[src/rtl/updi_instruction_arbiter.sv]
// Round-robin arbiter that shares one UPDI instruction queue handler between
// N_REQ requesters, snapshots the winning request and runs an ACK watchdog.
module updi_instruction_arbiter #(
  parameter int N_REQ            = 3,
  parameter int MAX_DATA_SIZE    = 16,
  parameter int DATA_ADDR_BITS   = $clog2(MAX_DATA_SIZE),
  parameter int ACK_TIMEOUT_CLKS = 100000,
  parameter int ABORT_CLKS       = 4
) (
  input  logic                                    clk,
  input  logic                                    rst,
  input  logic [N_REQ-1:0]                        req,
  input  logic [N_REQ*8-1:0]                      req_opcode,
  input  logic [N_REQ*MAX_DATA_SIZE*8-1:0]        req_data,
  input  logic [N_REQ*(DATA_ADDR_BITS+1)-1:0]     req_data_len,
  input  logic [N_REQ*MAX_DATA_SIZE-1:0]          req_wait_ack_after,
  output logic [N_REQ-1:0]                        grant,
  output logic [N_REQ-1:0]                        req_done,
  output logic [N_REQ-1:0]                        req_error,
  output logic                                    busy,
  output logic                                    handler_start,
  input  logic                                    handler_ready,
  input  logic                                    handler_done,
  input  logic                                    handler_waiting_for_ack,
  output logic                                    handler_abort,
  output logic [7:0]                              hdl_opcode,
  output logic [MAX_DATA_SIZE*8-1:0]              hdl_data,
  output logic [DATA_ADDR_BITS:0]                 hdl_data_len,
  output logic [MAX_DATA_SIZE-1:0]                hdl_wait_ack_after
);

  localparam int IDX_W  = $clog2(N_REQ);
  localparam int CW     = IDX_W + 1;
  localparam int LEN_W  = DATA_ADDR_BITS + 1;
  localparam int DATA_W = MAX_DATA_SIZE * 8;
  localparam int CNT_W  = $clog2(ACK_TIMEOUT_CLKS + 1);
  localparam int ABT_W  = $clog2(ABORT_CLKS + 1);

  typedef enum logic [1:0] {
    S_IDLE,
    S_START,
    S_BUSY,
    S_ABORT
  } state_t;

  state_t state, state_d;

  logic [N_REQ-1:0]  grant_d, done_d, err_d;
  logic              start_d, abort_d;
  logic [7:0]        opc_d;
  logic [DATA_W-1:0] data_d;
  logic [LEN_W-1:0]  len_d;
  logic [MAX_DATA_SIZE-1:0] mask_d;
  logic [IDX_W-1:0]  last_grant, last_d;
  logic [IDX_W-1:0]  win_q, win_d;
  logic [CNT_W-1:0]  cnt, cnt_d;
  logic [ABT_W-1:0]  abt_cnt, abt_d;

  logic [7:0]               opc_arr  [N_REQ];
  logic [DATA_W-1:0]        data_arr [N_REQ];
  logic [LEN_W-1:0]         len_arr  [N_REQ];
  logic [MAX_DATA_SIZE-1:0] mask_arr [N_REQ];

  for (genvar g = 0; g < N_REQ; g++) begin : g_unpack
    assign opc_arr[g]  = req_opcode[g*8 +: 8];
    assign data_arr[g] = req_data[g*DATA_W +: DATA_W];
    assign len_arr[g]  = req_data_len[g*LEN_W +: LEN_W];
    assign mask_arr[g] = req_wait_ack_after[g*MAX_DATA_SIZE +: MAX_DATA_SIZE];
  end

  // Round-robin scan starting just after the previous winner.
  logic             win_found;
  logic [IDX_W-1:0] win_idx;
  logic [CW-1:0]    cand;

  always_comb begin
    win_found = 1'b0;
    win_idx   = '0;
    cand      = '0;
    for (int unsigned k = 1; k <= N_REQ; k++) begin
      cand = {1'b0, last_grant} + CW'(k);
      if (cand >= CW'(N_REQ)) cand = cand - CW'(N_REQ);
      if (!win_found && req[cand[IDX_W-1:0]]) begin
        win_found = 1'b1;
        win_idx   = cand[IDX_W-1:0];
      end
    end
  end

  assign busy = (state != S_IDLE);

  always_comb begin
    state_d = state;
    grant_d = grant;
    done_d  = '0;
    err_d   = '0;
    start_d = 1'b0;
    abort_d = handler_abort;
    opc_d   = hdl_opcode;
    data_d  = hdl_data;
    len_d   = hdl_data_len;
    mask_d  = hdl_wait_ack_after;
    last_d  = last_grant;
    win_d   = win_q;
    cnt_d   = cnt;
    abt_d   = abt_cnt;

    case (state)
      S_IDLE: begin
        if (handler_ready && !handler_abort && win_found) begin
          grant_d = N_REQ'(1) << win_idx;
          win_d   = win_idx;
          opc_d   = opc_arr[win_idx];
          data_d  = data_arr[win_idx];
          len_d   = len_arr[win_idx];
          mask_d  = mask_arr[win_idx];
          state_d = S_START;
        end
      end

      S_START: begin
        start_d = 1'b1;
        cnt_d   = '0;
        state_d = S_BUSY;
      end

      S_BUSY: begin
        // Completion takes priority over a watchdog expiry in the same cycle.
        if (handler_done) begin
          done_d  = N_REQ'(1) << win_q;
          grant_d = '0;
          last_d  = win_q;
          state_d = S_IDLE;
        end else if (handler_waiting_for_ack) begin
          if (cnt == CNT_W'(ACK_TIMEOUT_CLKS - 1)) begin
            err_d   = N_REQ'(1) << win_q;
            abort_d = 1'b1;
            abt_d   = '0;
            grant_d = '0;
            last_d  = win_q;
            state_d = S_ABORT;
          end else if (cnt != '1) begin
            cnt_d = cnt + CNT_W'(1);
          end
        end else begin
          cnt_d = '0;
        end
      end

      S_ABORT: begin
        if (abt_cnt == ABT_W'(ABORT_CLKS - 1)) begin
          abort_d = 1'b0;
          abt_d   = '0;
          state_d = S_IDLE;
        end else begin
          abt_d = abt_cnt + ABT_W'(1);
        end
      end

      default: state_d = S_IDLE;
    endcase
  end

  always_ff @(posedge clk) begin
    if (rst) begin
      state              <= S_IDLE;
      grant              <= '0;
      req_done           <= '0;
      req_error          <= '0;
      handler_start      <= 1'b0;
      handler_abort      <= 1'b0;
      hdl_opcode         <= '0;
      hdl_data           <= '0;
      hdl_data_len       <= '0;
      hdl_wait_ack_after <= '0;
      last_grant         <= IDX_W'(N_REQ - 1);
      win_q              <= '0;
      cnt                <= '0;
      abt_cnt            <= '0;
    end else begin
      state              <= state_d;
      grant              <= grant_d;
      req_done           <= done_d;
      req_error          <= err_d;
      handler_start      <= start_d;
      handler_abort      <= abort_d;
      hdl_opcode         <= opc_d;
      hdl_data           <= data_d;
      hdl_data_len       <= len_d;
      hdl_wait_ack_after <= mask_d;
      last_grant         <= last_d;
      win_q              <= win_d;
      cnt                <= cnt_d;
      abt_cnt            <= abt_d;
    end
  end

endmodule

[config.mk]
export PLATFORM = sky130hd
export DESIGN_NAME = updi_instruction_arbiter
export DESIGN_NICKNAME = d
export VERILOG_FILES = /design/src/rtl/updi_instruction_arbiter.sv
export SDC_FILE = /design/constraint.sdc
export NUM_CORES = 1
export LEC_CHECK = 0
export BUFFER_PORTS_ARGS = -buffer_cell sky130_fd_sc_hd__buf_2
export CORE_AREA = 2 2 255 257
export CTS_BUF_LIST = sky130_fd_sc_hd__clkbuf_8
export DETAILED_ROUTE_END_ITERATION = 6
export DIE_AREA = 0 0 257 259
export PLACE_DENSITY = 0.33
export SLEW_MARGIN = 30
export SYNTH_ARGS = -nofsm -noshare
export SYNTH_HDL_FRONTEND = slang
export SYNTH_SLANG_ARGS = --single-unit
[constraint.sdc]
create_clock -name clk -period 2.2 [get_ports clk]
set_input_delay 0.44 -clock clk [delete_from_list [all_inputs] [get_ports clk]]
set_output_delay 0.44 -clock clk [all_outputs]
set_load 0.01 [all_outputs]
Yosys cells after proc, flatten, opt, wreduce, memory -nomap -nowiden
Index checks and enable logic that the tools add are counted.
Widths: inputs -> output; s select.
{"block": "totals", "regBits": 194, "inputBits": 479, "out_inout_bits": 169, "elab_cells": 129}
{"block": "op_classes", "n_addsub": 8, "n_lt_le_gt_ge": 7, "eq_ne": 15, "n_shift": 2, "mux": 55, "n_bitwise": 5, "n_reduce_logical": 23}
{"cell": "$bmux 128 s2", "n": 1}
{"cell": "$mux 128", "n": 2}
{"cell": "$mux 17", "n": 4}
{"cell": "$pmux 17 s2", "n": 1}
{"cell": "$bmux 16 s2", "n": 1}
{"cell": "$mux 16", "n": 2}
{"cell": "$mux 2", "n": 14}
{"cell": "$mux 3", "n": 6}
{"cell": "$add 17x1->17 const B", "n": 1}
{"cell": "$eq 17x17->1 const B", "n": 1}
{"cell": "$ne 17x17->1 const B", "n": 1}
{"cell": "$bmux 8 s2", "n": 1}
{"cell": "$mux 8", "n": 2}
{"cell": "$reduce_and 4->1", "n": 4}
{"cell": "$ne 3x3->1 const B", "n": 4}
{"cell": "$pmux 3 s2", "n": 2}
{"cell": "$reduce_bool 2->1", "n": 6}
{"cell": "$mux 1", "n": 11}
{"cell": "$bmux 5 s2", "n": 1}
{"cell": "$mux 5", "n": 2}
{"cell": "$ne 2x2->1 const B", "n": 5}
{"cell": "$ge 3x2->1 const B", "n": 3}
{"cell": "$lt 2x3->1 const B", "n": 3}
{"cell": "$pmux 2 s4", "n": 1}
{"cell": "21 further kinds", "n": 36}

Longest topological paths before layout
{"block": "depth", "ltp_word": 16, "depth_mapped": 12, "depth_no_buf": 10}

Worst setup path after synthesis
Ideal clock, no wire load.
{"block": "synth_timing", "path_kind": "reg-to-reg", "startpoint": "register last_grant[0]", "endpoint": "register hdl_data[115]", "setup_ps": 74, "t_arrival_ps": 2245, "required_time_ps": 2126, "path_slack_ps": -119, "stages_incl_launch_ff": 12, "n_path_buf": 4, "synth_period_minus_slack_ps": 2319, "cell_sequence": "dfxtp_1 > inv_1 > ha_1 > buf_2 > or2_2 > o311ai_1 > o21a_1 > clkbuf_1 > buf_2 > clkbuf_1 > nand2_1 > a31oi_1"}
{"block": "synth_via", "elab_chain_len": 16, "word_cells_on_any_way": 34, "classes_between": "add/sub (6); order compare (3); mux (18); bitwise (1); reduce/logical (6)"}
{"item": "from (decl)", "line_no": "54", "text": "logic [IDX_W-1:0] last_grant, last_d;"}
{"item": "from (signal assigned)", "line_no": "176", "text": "last_grant <= IDX_W'(N_REQ - 1);"}
{"item": "from (signal assigned)", "line_no": "191", "text": "last_grant <= last_d;"}
{"item": "$add 2x1->3", "line_no": "81", "text": "cand = {1'b0, last_grant} + CW'(k);"}
{"item": "$ge 3x2->1 / $sub 2x2->2 (equally long branches)", "line_no": "82", "text": "if (cand >= CW'(N_REQ)) cand = cand - CW'(N_REQ);"}
{"item": "$mux 2", "line_no": "82"}
{"item": "$bmux 1 s2", "line_no": "83", "text": "if (!win_found && req[cand[IDX_W-1:0]]) begin"}
{"item": "$mux 1 (not written as such)", "line_no": "83"}
{"item": "$mux 1", "line_no": "83"}
{"item": "$logic_not 1->1", "line_no": "83"}
{"item": "$logic_and 1x1->1", "line_no": "83"}
{"item": "$mux 1", "line_no": "83"}
{"item": "$logic_not 1->1", "line_no": "83"}
{"item": "$logic_and 1x1->1", "line_no": "83"}
{"item": "$mux 2", "line_no": "83"}
{"item": "$not 2->3 (not written as such)", "line_no": "114", "text": "data_d = data_arr[win_idx];"}
{"item": "$bmux 128 s2", "line_no": "114"}
{"item": "$mux 128 (not written as such) (2 in series)", "line_no": "114"}
{"item": "to (signal assigned)", "line_no": "188", "text": "hdl_data <= data_d;"}
{"item": "to (decl)", "line_no": "27", "text": "output logic [MAX_DATA_SIZE*8-1:0] hdl_data,"}
Several ways; a longest one is shown, not always the timed one. The select of a mux whose other input is x is not followed.
A chain may end at the register's enable or synchronous reset.

Worst setup path after layout
{"block": "layout_timing", "startpoint": "register last_grant[1]", "endpoint": "register hdl_data[96]"}
The elaborated chain is that of the path after synthesis.

==> qor.csv <==
metric,value,unit
ys_warn_count,0,
drc,0,
drtAntennaViolNets,0,
ir_drop,0.4253,mV
synthCells,1306,
clockBufferDepth,2,
syn_area,0.009612,sq mm
root_buffer,clkbuf_8,
synth-seq-area-share,40.41,%
setup_violations,166,
fin_ws,-109.3,ps
intPower,6.684,mW
failed_checks,negative setup slack,
num_vias,13554,
hold_buffers,0,
skew,33.62,ps
chipWidth,257,um
cts_sinks,194,
synth_ff_type,dfxtp_1,
area_growth,81.81,%
rsz0062_at_grt,true,
hpwl,44560,um
tightest_slew,672.7,ps
path_common_cell,buf_12,
coreArea,0.06388,sq mm
min_period_over_period,105.0,%
overflow,0,
die_h,259,um
syn_nets,1791,
cp.buffers_inverters,6,
io_pins,648,
muxShareOfSynthArea,0.6509,%
synth_top_family_by_area,compound AO/OA/AOI/OAI gates,
critPathMaxFanout,6,
start_util,15.05,%
firstDrtPassIters,5,
max_freq,433.0,MHz
io_buffer_count,647,
async_reset_ff_share,0,%
arrival,2820,ps
cp-start-kind,register,
synth-seq-cells,194,
synthAdderAreaFrac,0.7810,%
finalHoldViolations,0,
yosys.cell_count.top_type,dfxtp_1,
clkPwrFrac,24.6,%
required,2710,ps
swShare,37.12,%
path_cells,inv_2 > ha_4 > mux2_4 > a32o_2 > o31ai_4 > buf_6 > buf_12 > buf_8 > buf_12 > buf_16 > a21oi_2 > a31oi_1,
synth_cell_type_count,49,
post_drt_via_cell_ratio,4.637,
outcome,"finished, violations left",
seqPwrFrac,38.5,%
syn_avg_cell_area,7.360,sq um
grt.total_usage,17.46,%
slew_viol_final,0,
cp-end-kind,register,
worstSetupPathType,reg -> reg,
synth_common_cells,"dfxtp_1 (194), nand2_1 (185), a21oi_1 (172)",
path_clk_slew,140,ps
path_delay_family,compound AO/OA/AOI/OAI gates,
htree_levels,4,
design_area,0.01748,sq mm
synth_area_leaders,"dfxtp_1 (40%), a31oi_1 (10%), a21oi_1 (9.0%)",
final_nets,2530,
leakagePower,8.003,nW
p_sw,3.945,mW
row_count,93,
synthXorXnorAreaFrac,0,%
synth_edf_count,0,
drv_cap,0,
synth-compound-area-share,32.30,%
setup-tns-final,-6294,ps
timing.critical_path.slowest_cell_delay,350,ps
grt_max_degree,89,
gp_congestion,0.9159,
placed_cell_area,0.01505,sq mm
antenna_found_initial,18,
combPwrFrac,36.8,%
wl_per_cell,22.03,um
powerDensity,608.3,mW/mm^2
max-slew-margin-rel,55.16,%
layout-drive-gt1-share,49.37,%
slowest_stage,dfxtp_2,
grt_pass1_wl,87930,um
grt_pass1_vias,13412,
clkLatencyLatePin,600,ps
yosys.area_share.simple,19.98,%
period_needed,2309,ps
hold_class,in -> reg,
cts_tree,built,
drt_wl_total,64410,um
cts_made_buffers,17,
synth_area_leader_cell,dfxtp_1,
synth.top_cell.area_share,40.41,%
drt_iter0_drc,990,
die_area,0.06656,sq mm
-- state kept, by name (all words and copies together) (netlist names) --
signal / cells
abt_cnt: 3
cnt: 17
grant: 3
handler_abort: 1
handler_start: 1
hdl_data: 128
hdl_data_len: 5
hdl_opcode: 8
hdl_wait_ack_after: 16
last_grant: 2
req_done: 3
req_error: 3
state: 2
win_q: 2
-- layout make-up --
cell class              count  area (sq um)
flip-flops and latches    194          3890
inverters                   7         28.78
fillers                  7039         46410
repair buffers            855          6311
diodes                     10         25.02
clock inverters            15         170.2
clock buffers              17         234.0
multi-input cells         970          5747
well taps                 855          1070
-- worst register-to-register path, stage by stage (launching register included) --
cell and delay [ps]:
dfxtp_2 350, inv_2 60, ha_4 280, mux2_4 300, a32o_2 260, o31ai_4 200
buf_6 150, buf_12 120, buf_8 120, buf_12 100, buf_16 120, a21oi_2 40
a31oi_1 170
-- final timing paths --
check,startpoint,to,slack (ps),cells after the start
worst max-delay path,last_grant[1],hdl_data[96],-110,12
worst min-delay path,req_data[178],hdl_data[50],70,3
worst max register to register,last_grant[1],hdl_data[96],-110,12
worst min register to register,abt_cnt[2],abt_cnt[2],460,2
-- power by group through the flow --
stage | Clock (mW) | Combinational (mW) | Sequential, mW
final | 2.62 | 3.92 | 4.10
after detailed placement | 0 | 3.17 | 4.14
after CTS | 2.76 | 3.51 | 4.07
after floorplan | 0 | 1.23 | 4.29
after global placement | 0 | 3.19 | 4.15
after global routing | 2.89 | 4.21 | 4.14
-- metrics by stage --
stage / total power [mW] / std cells / hold WS [ps] / setup WS [ps] / util [%]
finish: 10.63 / 2923 / 73.72 / -109.3 / 27.36
global route: 11.24 / 2919 / 18.21 / -205.7 / 27.34
CTS: 10.34 / 2878 / 12.73 / -107.8 / 25.37
detailed placement: 7.312 / 2818 / 436.2 / -172.8 / 23.55
global placement: 7.334 / 2818 / 422.4 / -190.1 / 23.55
floorplan: 5.517 / 1306 / 406.9 / 10.93 / -
-- kinds of logic (layout without fill, tap and decap cells) --
kind of cell / after synthesis / in the layout
AO/OA/AOI/OAI: 542 / 542
adder cells (fa/ha/maj): 6 / 6
buffers and inverters: 142 / 894
flip-flops: 194 / 194
multiplexers: 6 / 6
other: 0 / 10
AND/OR/NAND/NOR: 416 / 416
-- placed cells by master (no fill, tap or decap), types with 4 or more instances in the layout --
cell,n
buf_2,647
dfxtp_1,189
nand2_1,178
a31oi_1,158
nand3_1,150
a21oi_1,147
o21ai_1,100
buf_4,80
buf_12,49
o21ai_2,35
o21ai_0,28
buf_6,28
a21oi_2,24
clkbuf_16,22
nand3_2,18
clkbuf_8,17
buf_8,15
nor2_1,13
buf_16,11
diode_2,10
a2111o_1,8
nand2b_1,6
nand4_1,5
nor4_1,5
nor3_1,5
dfxtp_2,5
nand2_2,4
inv_1,4
o2111ai_1,4
o2111ai_2,4
a32o_1,4
nor2b_1,4
ha_4,4
inv_8,4
-- what timing repair did --
item | in CTS | in global routing
resized for setup | 76 | 173
pin swaps | 86 | 86
cloned | 9 | 26
setup endpoints to repair | 177 | 179
buffers inserted | 22 | 15
-- routing by layer --
layer / track usage (%) / share of wire [%] / vias up / wire length, um
li1: - / - / 6341 / -
met1: 20.96 / 41 / 6537 / 26530
met2: 30.16 / 49 / 578 / 31720
met3: 5.155 / 7.2 / 82 / 4617
met4: 4.877 / 2.2 / 16 / 1436
met5: 0 / 0.16 / - / 104
No activity file was read; power rests on OpenSTA's default activity.
